File: config.mk
export PLATFORM = sky130hd
export DESIGN_NAME = iterative_multiplier_flat
export DESIGN_NICKNAME = d
export VERILOG_FILES = /design/src/rtl/iterative_multiplier_if.sv /design/src/rtl/iterative_multiplier.sv /design/src/flat_wrapper.sv
export SDC_FILE = /design/constraint.sdc
export NUM_CORES = 1
export LEC_CHECK = 0
export BUFFER_PORTS_ARGS = -buffer_cell sky130_fd_sc_hd__buf_4
export CAP_MARGIN = 40
export CORE_MARGIN = 5
export CORE_UTILIZATION = 58
export DETAILED_ROUTE_END_ITERATION = 6
export PLACE_DENSITY = 0.87
export REMOVE_ABC_BUFFERS = 1
export SETUP_SLACK_MARGIN = 0.05
export SYNTH_ARGS = -nofsm -noshare
export SYNTH_HDL_FRONTEND = slang
export SYNTH_SLANG_ARGS = --single-unit
File: constraint.sdc
create_clock -name clk -period 3.41 [get_ports clk]
set_input_delay 0.5115 -clock clk [delete_from_list [all_inputs] [get_ports clk]]
set_output_delay 0.5115 -clock clk [all_outputs]
set_load 0.1 [all_outputs]
File: src/rtl/iterative_multiplier_if.sv
// Request/response bundle between the issuing execute stage and the multiplier.
// Handshake: a one-cycle start pulse (qualified by ~flush) launches an operation; result_valid pulses for exactly one cycle when result is fresh.
interface iterative_multiplier_if #(
    parameter int XLEN = 32
);
    logic            start;
    logic            flush;
    logic [XLEN-1:0] operand_a;
    logic [XLEN-1:0] operand_b;
    logic [XLEN-1:0] result;
    logic            result_valid;
    logic            busy;
    logic            alu_op_done;

    modport master (
        output start, flush, operand_a, operand_b,
        input  result, result_valid, busy, alu_op_done
    );

    modport slave (
        input  start, flush, operand_a, operand_b,
        output result, result_valid, busy, alu_op_done
    );
endinterface

File: src/rtl/iterative_multiplier.sv
// Multi-cycle shift-add multiplier producing the low XLEN bits of a*b (RISC-V MUL).
// Optional feature: define MUL_EARLY_EXIT_EN to finish as soon as the remaining multiplier bits are all zero.
module iterative_multiplier #(
    parameter int XLEN           = 32,
    parameter int BITS_PER_CYCLE = 1
) (
    input  logic                   clk,
    input  logic                   rst_n,
    iterative_multiplier_if.slave  bus,
    output logic [1:0]             dbg_state
);
    localparam int NITER = XLEN / BITS_PER_CYCLE;
    localparam int CNT_W = $clog2(NITER + 1);
    localparam logic [CNT_W-1:0] NITER_C = CNT_W'(NITER);

    generate
        if (!(BITS_PER_CYCLE == 1 || BITS_PER_CYCLE == 2 || BITS_PER_CYCLE == 4) ||
            (XLEN % BITS_PER_CYCLE) != 0) begin : g_bad_cfg
            $error("iterative_multiplier: illegal BITS_PER_CYCLE");
        end
    endgenerate

    typedef enum logic [1:0] {
        IDLE = 2'd0,
        BUSY = 2'd1,
        DONE = 2'd2
    } state_t;

    state_t           state_q, state_d;
    logic [XLEN-1:0]  mcand_q, mcand_d;
    logic [XLEN-1:0]  mplier_q, mplier_d;
    logic [XLEN-1:0]  acc_q, acc_d;
    logic [XLEN-1:0]  result_q, result_d;
    logic [CNT_W-1:0] cnt_q, cnt_d;

    logic             go;
    logic             last_iter;
    logic [XLEN-1:0]  partial;
    logic [XLEN-1:0]  acc_nxt;
    logic [XLEN-1:0]  mplier_nxt;

    assign go = bus.start & ~bus.flush;

    // Partial product of the multiplicand with the low BITS_PER_CYCLE multiplier bits.
    always_comb begin
        partial = '0;
        for (int i = 0; i < BITS_PER_CYCLE; i++) begin
            if (mplier_q[i]) begin
                partial = partial + (mcand_q << i);
            end
        end
    end

    assign acc_nxt    = acc_q + partial;
    assign mplier_nxt = mplier_q >> BITS_PER_CYCLE;

`ifdef MUL_EARLY_EXIT_EN
    assign last_iter = (cnt_q == CNT_W'(1)) || (mplier_nxt == '0);
`else
    assign last_iter = (cnt_q == CNT_W'(1));
`endif

    // State register.
    always_ff @(posedge clk or negedge rst_n) begin
        if (!rst_n) begin
            state_q  <= IDLE;
            mcand_q  <= '0;
            mplier_q <= '0;
            acc_q    <= '0;
            result_q <= '0;
            cnt_q    <= '0;
        end else begin
            state_q  <= state_d;
            mcand_q  <= mcand_d;
            mplier_q <= mplier_d;
            acc_q    <= acc_d;
            result_q <= result_d;
            cnt_q    <= cnt_d;
        end
    end

    // Next-state logic; flush has priority over both completion and a new start.
    always_comb begin
        state_d = state_q;
        case (state_q)
            IDLE: if (go) state_d = BUSY;
            BUSY: begin
                if (bus.flush)     state_d = IDLE;
                else if (last_iter) state_d = DONE;
            end
            DONE: state_d = go ? BUSY : IDLE;
            default: state_d = IDLE;
        endcase
    end

    // Datapath updates.
    always_comb begin
        mcand_d  = mcand_q;
        mplier_d = mplier_q;
        acc_d    = acc_q;
        result_d = result_q;
        cnt_d    = cnt_q;
        if (state_q != BUSY) begin
            if (go) begin
                mcand_d  = bus.operand_a;
                mplier_d = bus.operand_b;
                acc_d    = '0;
                cnt_d    = NITER_C;
            end
        end else if (!bus.flush) begin
            acc_d    = acc_nxt;
            mcand_d  = mcand_q << BITS_PER_CYCLE;
            mplier_d = mplier_nxt;
            cnt_d    = cnt_q - CNT_W'(1);
            if (last_iter) begin
                result_d = acc_nxt;
            end
        end
    end

    // Outputs; alu_op_done drops combinationally in the cycle start is issued.
    always_comb begin
        bus.result       = result_q;
        bus.result_valid = (state_q == DONE);
        bus.busy         = (state_q == BUSY);
        bus.alu_op_done  = !((state_q == BUSY) || go);
        dbg_state        = state_q;
    end
endmodule

File: src/flat_wrapper.sv
// flat-port wrapper written by rule: the top's interface ports become plain ports
module iterative_multiplier_flat 
#(
    parameter int XLEN           = 32,
    parameter int BITS_PER_CYCLE = 1
)
  (clk, rst_n, dbg_state, bus_start, bus_flush, bus_operand_a, bus_operand_b, bus_result, bus_result_valid, bus_busy, bus_alu_op_done);
  iterative_multiplier_if #(.XLEN(XLEN)) bus_i ();
  input  logic clk;
  input  logic rst_n;
  output logic [1:0] dbg_state;
  input wire logic [$bits(bus_i.start)-1:0] bus_start;
  input wire logic [$bits(bus_i.flush)-1:0] bus_flush;
  input wire logic [$bits(bus_i.operand_a)-1:0] bus_operand_a;
  input wire logic [$bits(bus_i.operand_b)-1:0] bus_operand_b;
  output wire logic [$bits(bus_i.result)-1:0] bus_result;
  output wire logic [$bits(bus_i.result_valid)-1:0] bus_result_valid;
  output wire logic [$bits(bus_i.busy)-1:0] bus_busy;
  output wire logic [$bits(bus_i.alu_op_done)-1:0] bus_alu_op_done;
  assign bus_i.start = bus_start;
  assign bus_i.flush = bus_flush;
  assign bus_i.operand_a = bus_operand_a;
  assign bus_i.operand_b = bus_operand_b;
  assign bus_result = bus_i.result;
  assign bus_result_valid = bus_i.result_valid;
  assign bus_busy = bus_i.busy;
  assign bus_alu_op_done = bus_i.alu_op_done;
  iterative_multiplier #(.XLEN(XLEN), .BITS_PER_CYCLE(BITS_PER_CYCLE)) u_core (.clk(clk), .rst_n(rst_n), .bus(bus_i), .dbg_state(dbg_state));
endmodule
==> results of run 1 <==
==> metal layers <==
metal / track usage, % / up-vias / wire length, µm
li1: - / 3263 / -
met1: 33.6 / 3248 / 8010
met2: 41.6 / 248 / 9080
met3: 7.18 / 41 / 1460
met4: 9.34 / 0 / 437
met5: 0 / - / 0
==> final cells by class <==
| type | instances | area [µm²] | share of cell area, % |
|---|---|---|---|
| Multi-Input combinational cell | 686 | 3840 | 42.6 |
| Clock buffer | 23 | 498 | 5.53 |
| Sequential cell | 136 | 3400 | 37.8 |
| Inverter | 11 | 41.3 | 0.458 |
| Clock inverter | 9 | 114 | 1.26 |
| Tap cell | 172 | 215 | 2.39 |
| Timing Repair Buffer | 116 | 900 | 9.98 |
==> path summary, 6_finish.rpt <==
path                              startpoint                   to  slack [ns]  cells after the start
max                        u_core.mcand_q[0]     u_core.acc_q[22]        0.37                     10
min                                    rst_n   u_core.mcand_q[15]        0.07                      1
max reg2reg                u_core.mcand_q[0]     u_core.acc_q[22]        0.37                     10
min reg2reg                  u_core.cnt_q[4]      u_core.cnt_q[4]        0.48                      1
max in group asynchronous              rst_n      u_core.cnt_q[5]        2.54                      2
min in group clk           bus_operand_b[31]  u_core.mplier_q[31]        0.31                      2
==> registers in the layout (all words and copies together) (netlist names) <==
register	flops
u_core.acc_q	32
u_core.bus.result	32
u_core.mcand_q	32
u_core.mplier_q	32
u_core.cnt_q	6
u_core.dbg_state	2
==> power breakdown <==
part | internal [µW] | switching (µW) | total (µW)
combinational | 1280 | 2570 | 3860
clock | 1180 | 707 | 1880
sequential | 2110 | 349 | 2460
total | 4570 | 3630 | 8200
==> kinds of logic (layout without fill, tap and decap cells) <==
kind of cell	Yosys count	in the layout
AND/OR/NAND/NOR	382	382
AO/OA/AOI/OAI	238	238
flip-flops	136	136
buffers and inverters	69	159
adder cells (fa/ha/maj)	34	34
XOR/XNOR	30	30
multiplexers	2	2
==> metrics by stage <==
step	setup WS [ns]	hold WS [ns]	total power [µW]	cell area, µm²
2_1_floorplan	-4.62	0.216	5300	7270
3_3_place_gp	0.547	0.462	6170	8400
3_5_place_dp	0.480	0.470	6250	8400
4_1_cts	0.391	0.108	8180	9010
5_1_grt	0.0698	0.137	8710	9010
6_report	0.366	0.0745	8200	9010
==> layout by cell type, fill, tap and decap left out, drive strengths merged, types with 3 or more instances in the layout <==
cell / instances
a211oi: 5
a21o: 10
a21oi: 40
a22o: 5
a31oi: 67
and2: 32
buf: 116
clkbuf: 23
clkinv: 7
dfrtp: 136
ha: 33
inv: 11
nand2: 196
nand2b: 5
nand3: 38
nand4: 10
nor2: 82
nor2b: 3
nor3: 6
o211ai: 9
o21a: 3
o21ai: 77
o21bai: 5
xnor2: 15
xor2: 15
==> run_results.csv, run 1 <==
group,metric,value,unit
clocking,cts_htree_levels,4,
layout,fillCellCount,994,
layout,post_layout_nonfiller_instances,1153,
floorplan,core.rowCount,41,
floorplan,design.die.area,15300,µm²
clocking,hold_buffers,0,
layout,syn2layout_area_growth,20.2,%
yosys,synth_area,7500,µm²
critical_path,arrival_time_at_the_worst_endpoint,3.34,ns
sta,timing_limited_maximum_frequency,328,MHz
yosys,xor_xnor_cell_area_share_of_the_yosys_netlist,3.50,%
global_route,grt_max_degree,70,
clocking,clock_buffers_created_by_tritoncts,17,
placement,place.detailed.instances,1121,
yosys,dominant_combinational_cell_family_by_area_after_synthesis,"simple AND/OR/NAND/NOR gates",
floorplan,vertical_extent_of_the_die,124,µm
power_and_ir_drop,vdd_drop_max,0.000423,V
critical_path,timing.critical_path.fanout_max,4,
critical_path,crit_end_category,"flip-flop",
clocking,clk_path_buf_depth,2,
global_route,grt_antenna_before_repair,0,
sta,timing.max_slew.rel_slack,56.9,%
sta,rsz0062_at_grt,"false",
yosys,synth-async-reset-ratio,100,%
placement,hpwlAfterDp,12800,µm
critical_path,cp_slowest_cell,"fa_1",
power_and_ir_drop,powerDensity,910,nW/µm²
yosys,synth_adder_area_share,5.77,%
run_status,outcome,"finished, final reports clean",
detailed_routing,avgRoutedWirePerCell,16.5,µm
job,maxCapViolCount,0,
yosys,synth-seq-area-share,45.4,%
clocking,clock_sink_count,136,
detailed_routing,drt-pass1-iter-count,5,
global_route,grt_util_overall,25.9,%
layout,final_core_utilization,71.1,%
detailed_routing,viasPerCell,5.90,
sta,slew_violations,0,
critical_path,crit_path_cell_trace,"and2_1, ha_1, fa_1, a21oi_1, o21ai_0, a211oi_2, o21ai_1, o311ai_1, xor2_1, o21ai_0",
sta,timing.final.crit_period,3.04,ns
detailed_routing,postRouteAntennaNets,0,
yosys,synthesized_instance_count,891,
detailed_routing,first_iter_violations,543,
global_route,globalRouteOverflowTotal,0,
clocking,worst_setup_hold_path_clk_slew,0.06,ns
layout,fin_nets,1070,
clocking,cts_root_buf,"clkbuf_16",
sta,final.setup.tns,0,ns
yosys,synth_top_area_share,45.4,%
critical_path,critical_path_buf_inv_count,0,
placement,io_buffers,104,
yosys,synth.top_cells.by_area,"dfrtp_1 (45%), nand2_1 (9.8%), a31oi_1 (5.6%), ha_1 (5.5%), o21ai_0 (5.0%)",
sta,final-hold-violation-count,0,
yosys,synth-compound-area-share,19.3,%
layout,drive_above_1_share,16.2,%
sta,clock-skew-final,0.00769,ns
placement,routabilityCongestion,0.954,
yosys,yosys-mux-area-fraction,0.350,%
global_route,grt_first_pass_wirelength,31200,µm
floorplan,fp.coreArea,12700,µm²
critical_path,critPathKind,"reg2reg",
detailed_routing,routed_wl,19000,µm
yosys,synth-main-ff-cell,"dfrtp_1",
yosys,synth.lib_cells_used.distinct,53,
power_and_ir_drop,total_leakage_power,0.00420,µW
yosys,yosys.cell_count.top_type,"nand2_1",
sta,timing.final.setup_violations,0,
floorplan,floorplan.initialDensity,59.2,%
yosys,avgSynthCellArea,8.41,µm²
hold_path,worst_hold_path_type,"in2async",
clocking,clk-insertion-delay-late,0.43,ns
clocking,postCtsResizedCells,0,
yosys,post_synthesis_register_bit_count,136,
clocking,cts_tree,"yes",
critical_path,critical-path-max-stage-delay,0.43,ns
clocking,postCtsSetupRepairBufs,0,
detailed_routing,detail_route.drc_violations,0,
floorplan,ios,105,
yosys,library_cell_with_the_largest_summed_area_after_synthesis,"dfrtp_1",
yosys,count_of_flip_flops_with_a_built_in_enable_after_synthesis,0,
critical_path,crit_path_start_kind,"flip-flop",
critical_path,worst_ep_required_time,3.71,ns
layout,n_antenna_cell,0,
critical_path,cp_common_cell,"o21ai_0",
yosys,yosys_warnings,0,
global_route,number_of_global_route_vias_before_repair,6608,
critical_path,dominant_delay_contributor_by_cell_family_on_the_critical_path,"compound AO/OA/AOI/OAI gates",
sta,transition_at_the_pin_with_the_smallest_max_transition_slack,0.644,ns
yosys,synth_simple_gate_area_share,22.2,%
yosys,ys_top_cells_by_count,"nand2_1 (196), dfrtp_1 (136), nor2_1 (81)",
sta,timing.final.crit_share,89.3,%
floorplan,die_width,124,µm
detailed_routing,vias,6800,
(Power assumes the default switching activity.)
==> run 2: changes to the inputs <==
Settings changed: MAX_ROUTING_LAYER set to met4.
==> run 2 against run 1 <==
Effect of this change: total power fell by 2.3%; clock power fell by 7%; combinational power fell by 2%; clock skew fell by 0.0012 ns; die area did not move; critical endpoint is now u_core.bus.result[22]; non-clock buffer count fell by 1; worst hold slack improved by 0.011 ns; register-to-register slack improved by 0.03 ns; utilization fell by 0.49 points; sequential cell count did not move.
==> run_results.csv, run 2 (synthesized netlist as in run 1, its figures left out) <==
group,metric,value,unit
critical_path,crit_end_category,"flip-flop",
sta,final.setup.tns,0,ns
detailed_routing,vias,6660,
sta,slew_violations,0,
global_route,grt_util_overall,25.9,%
detailed_routing,avgRoutedWirePerCell,15.7,µm
global_route,grt_first_pass_wirelength,30200,µm
sta,timing.final.crit_period,3.01,ns
critical_path,arrival_time_at_the_worst_endpoint,3.29,ns
floorplan,core.rowCount,41,
sta,clock-skew-final,0.00647,ns
detailed_routing,detail_route.drc_violations,0,
clocking,clk_path_buf_depth,2,
sta,rsz0062_at_grt,"false",
detailed_routing,drt-pass1-iter-count,5,
floorplan,die_width,124,µm
critical_path,rrSetupSlack,0.40,ns
critical_path,timing.critical_path.fanout_max,4,
critical_path,crit_path_start_kind,"flip-flop",
clocking,hold_buffers,0,
global_route,number_of_global_route_vias_before_repair,6273,
run_status,outcome,"finished, final reports clean",
sta,timing.final.setup_violations,0,
sta,timing.max_slew.rel_slack,54.2,%
floorplan,floorplan.initialDensity,59.2,%
sta,transition_at_the_pin_with_the_smallest_max_transition_slack,0.687,ns
placement,hpwlAfterDp,12500,µm
clocking,cts_tree,"yes",
sta,timing.final.crit_share,88.3,%
layout,drive_above_1_share,15.8,%
layout,mostFrequentLayoutCell,"nand2_1",
clocking,clock_buffers_created_by_tritoncts,17,
placement,routabilityCongestion,0.961,
layout,syn2layout_area_growth,19.4,%
layout,fin_nets,1069,
clocking,cts_root_buf,"clkbuf_16",
critical_path,r2r_cells,10,
sta,hold-worst-slack,0.0860,ns
detailed_routing,routed_wl,18100,µm
power_and_ir_drop,total_leakage_power,0.00417,µW
detailed_routing,first_iter_violations,527,
layout,layout.cells.most_common_list,"nand2_1 (194), dfrtp_1 (136), buf_4 (112), nor2_1 (81), o21ai_0 (75)",
sta,timing_limited_maximum_frequency,332,MHz
critical_path,worst_ep_required_time,3.69,ns
hold_path,worst_hold_path_type,"in2async",
floorplan,fp.coreArea,12700,µm²
clocking,worst_setup_hold_path_clk_slew,0.06,ns
placement,io_buffers,104,
clocking,postCtsResizedCells,0,
clocking,clk-insertion-delay-late,0.43,ns
power_and_ir_drop,powerDensity,895,nW/µm²
layout,n_antenna_cell,0,
global_route,grt_max_degree,73,
job,maxCapViolCount,0,
layout,fillCellCount,1001,
detailed_routing,viasPerCell,5.78,
global_route,globalRouteOverflowTotal,0,
power_and_ir_drop,vdd_drop_max,0.000528,V
clocking,postCtsSetupRepairBufs,0,
clocking,cts_htree_levels,4,
floorplan,ios,105,
floorplan,vertical_extent_of_the_die,124,µm
clocking,clock_sink_count,136,
floorplan,design.die.area,15300,µm²
critical_path,critPathKind,"reg2reg",
sta,final-hold-violation-count,0,
global_route,grt_antenna_before_repair,0,
detailed_routing,postRouteAntennaNets,0,
[run 2: layer usage]
layer	vias up	track usage [%]	routed length (µm)
li1	3255	-	-
met1	3159	34.8	8010
met2	223	39.3	8520
met3	23	5.04	1230
met4	0	9.62	312
met5	-	-	0
[run 2: final timing paths]
check,from,to
max in group asynchronous,rst_n,u_core.acc_q[20]
hold reg to reg,u_core.bus.result[31],u_core.bus.result[31]
min in group clk,bus_operand_a[0],u_core.mcand_q[0]
setup reg to reg,u_core.mcand_q[0],u_core.bus.result[22]
setup / recovery,u_core.mcand_q[0],u_core.bus.result[22]
hold / removal,rst_n,u_core.bus.result[16]
[run 2: worst max-delay path: stages (launching register included)]
cell	delay [ns]
dfrtp_1	0.41
and2_1	0.18
ha_1	0.23
fa_1	0.43
a21oi_1	0.29
o21ai_0	0.18
a211oi_2	0.32
o21ai_1	0.21
o311ai_1	0.30
xor2_1	0.22
o21ai_0	0.10
[run 2: cell type report]
cell class                 count  area [µm²]  area share, %
clock buffer                  22         454           5.08
clock inverter                10         103           1.15
inverter                      11        41.3          0.461
multi-input combinational    686        3840           42.9
sequential                   136        3400           38.0
tap                          172         215           2.40
timing repair buffer         115         892           9.97
[run 2: where the power goes]
group          internal, µW  switching (µW)  leakage (µW)  total [µW]
Combinational          1280            2520       0.00221        3800
Clock                  1080             671      0.000277        1750
Sequential             2110             352       0.00168        2460
Total                  4470            3540       0.00417        8010
[run 2: per-stage QoR]
| stage | setup slack (ns) | power [µW] | utilization, % | cells | instance area [µm²] |
|---|---|---|---|---|---|
| floorplan | -4.62 | 5300 | - | 833 | 7270 |
| global placement | 0.512 | 6140 | 66.2 | 1120 | 8390 |
| detailed placement | 0.448 | 6230 | 66.2 | 1120 | 8390 |
| CTS | 0.414 | 8030 | 70.6 | 1152 | 8950 |
| global route | 0.164 | 8590 | 70.6 | 1152 | 8950 |
| finish | 0.399 | 8010 | 70.6 | 1152 | 8950 |
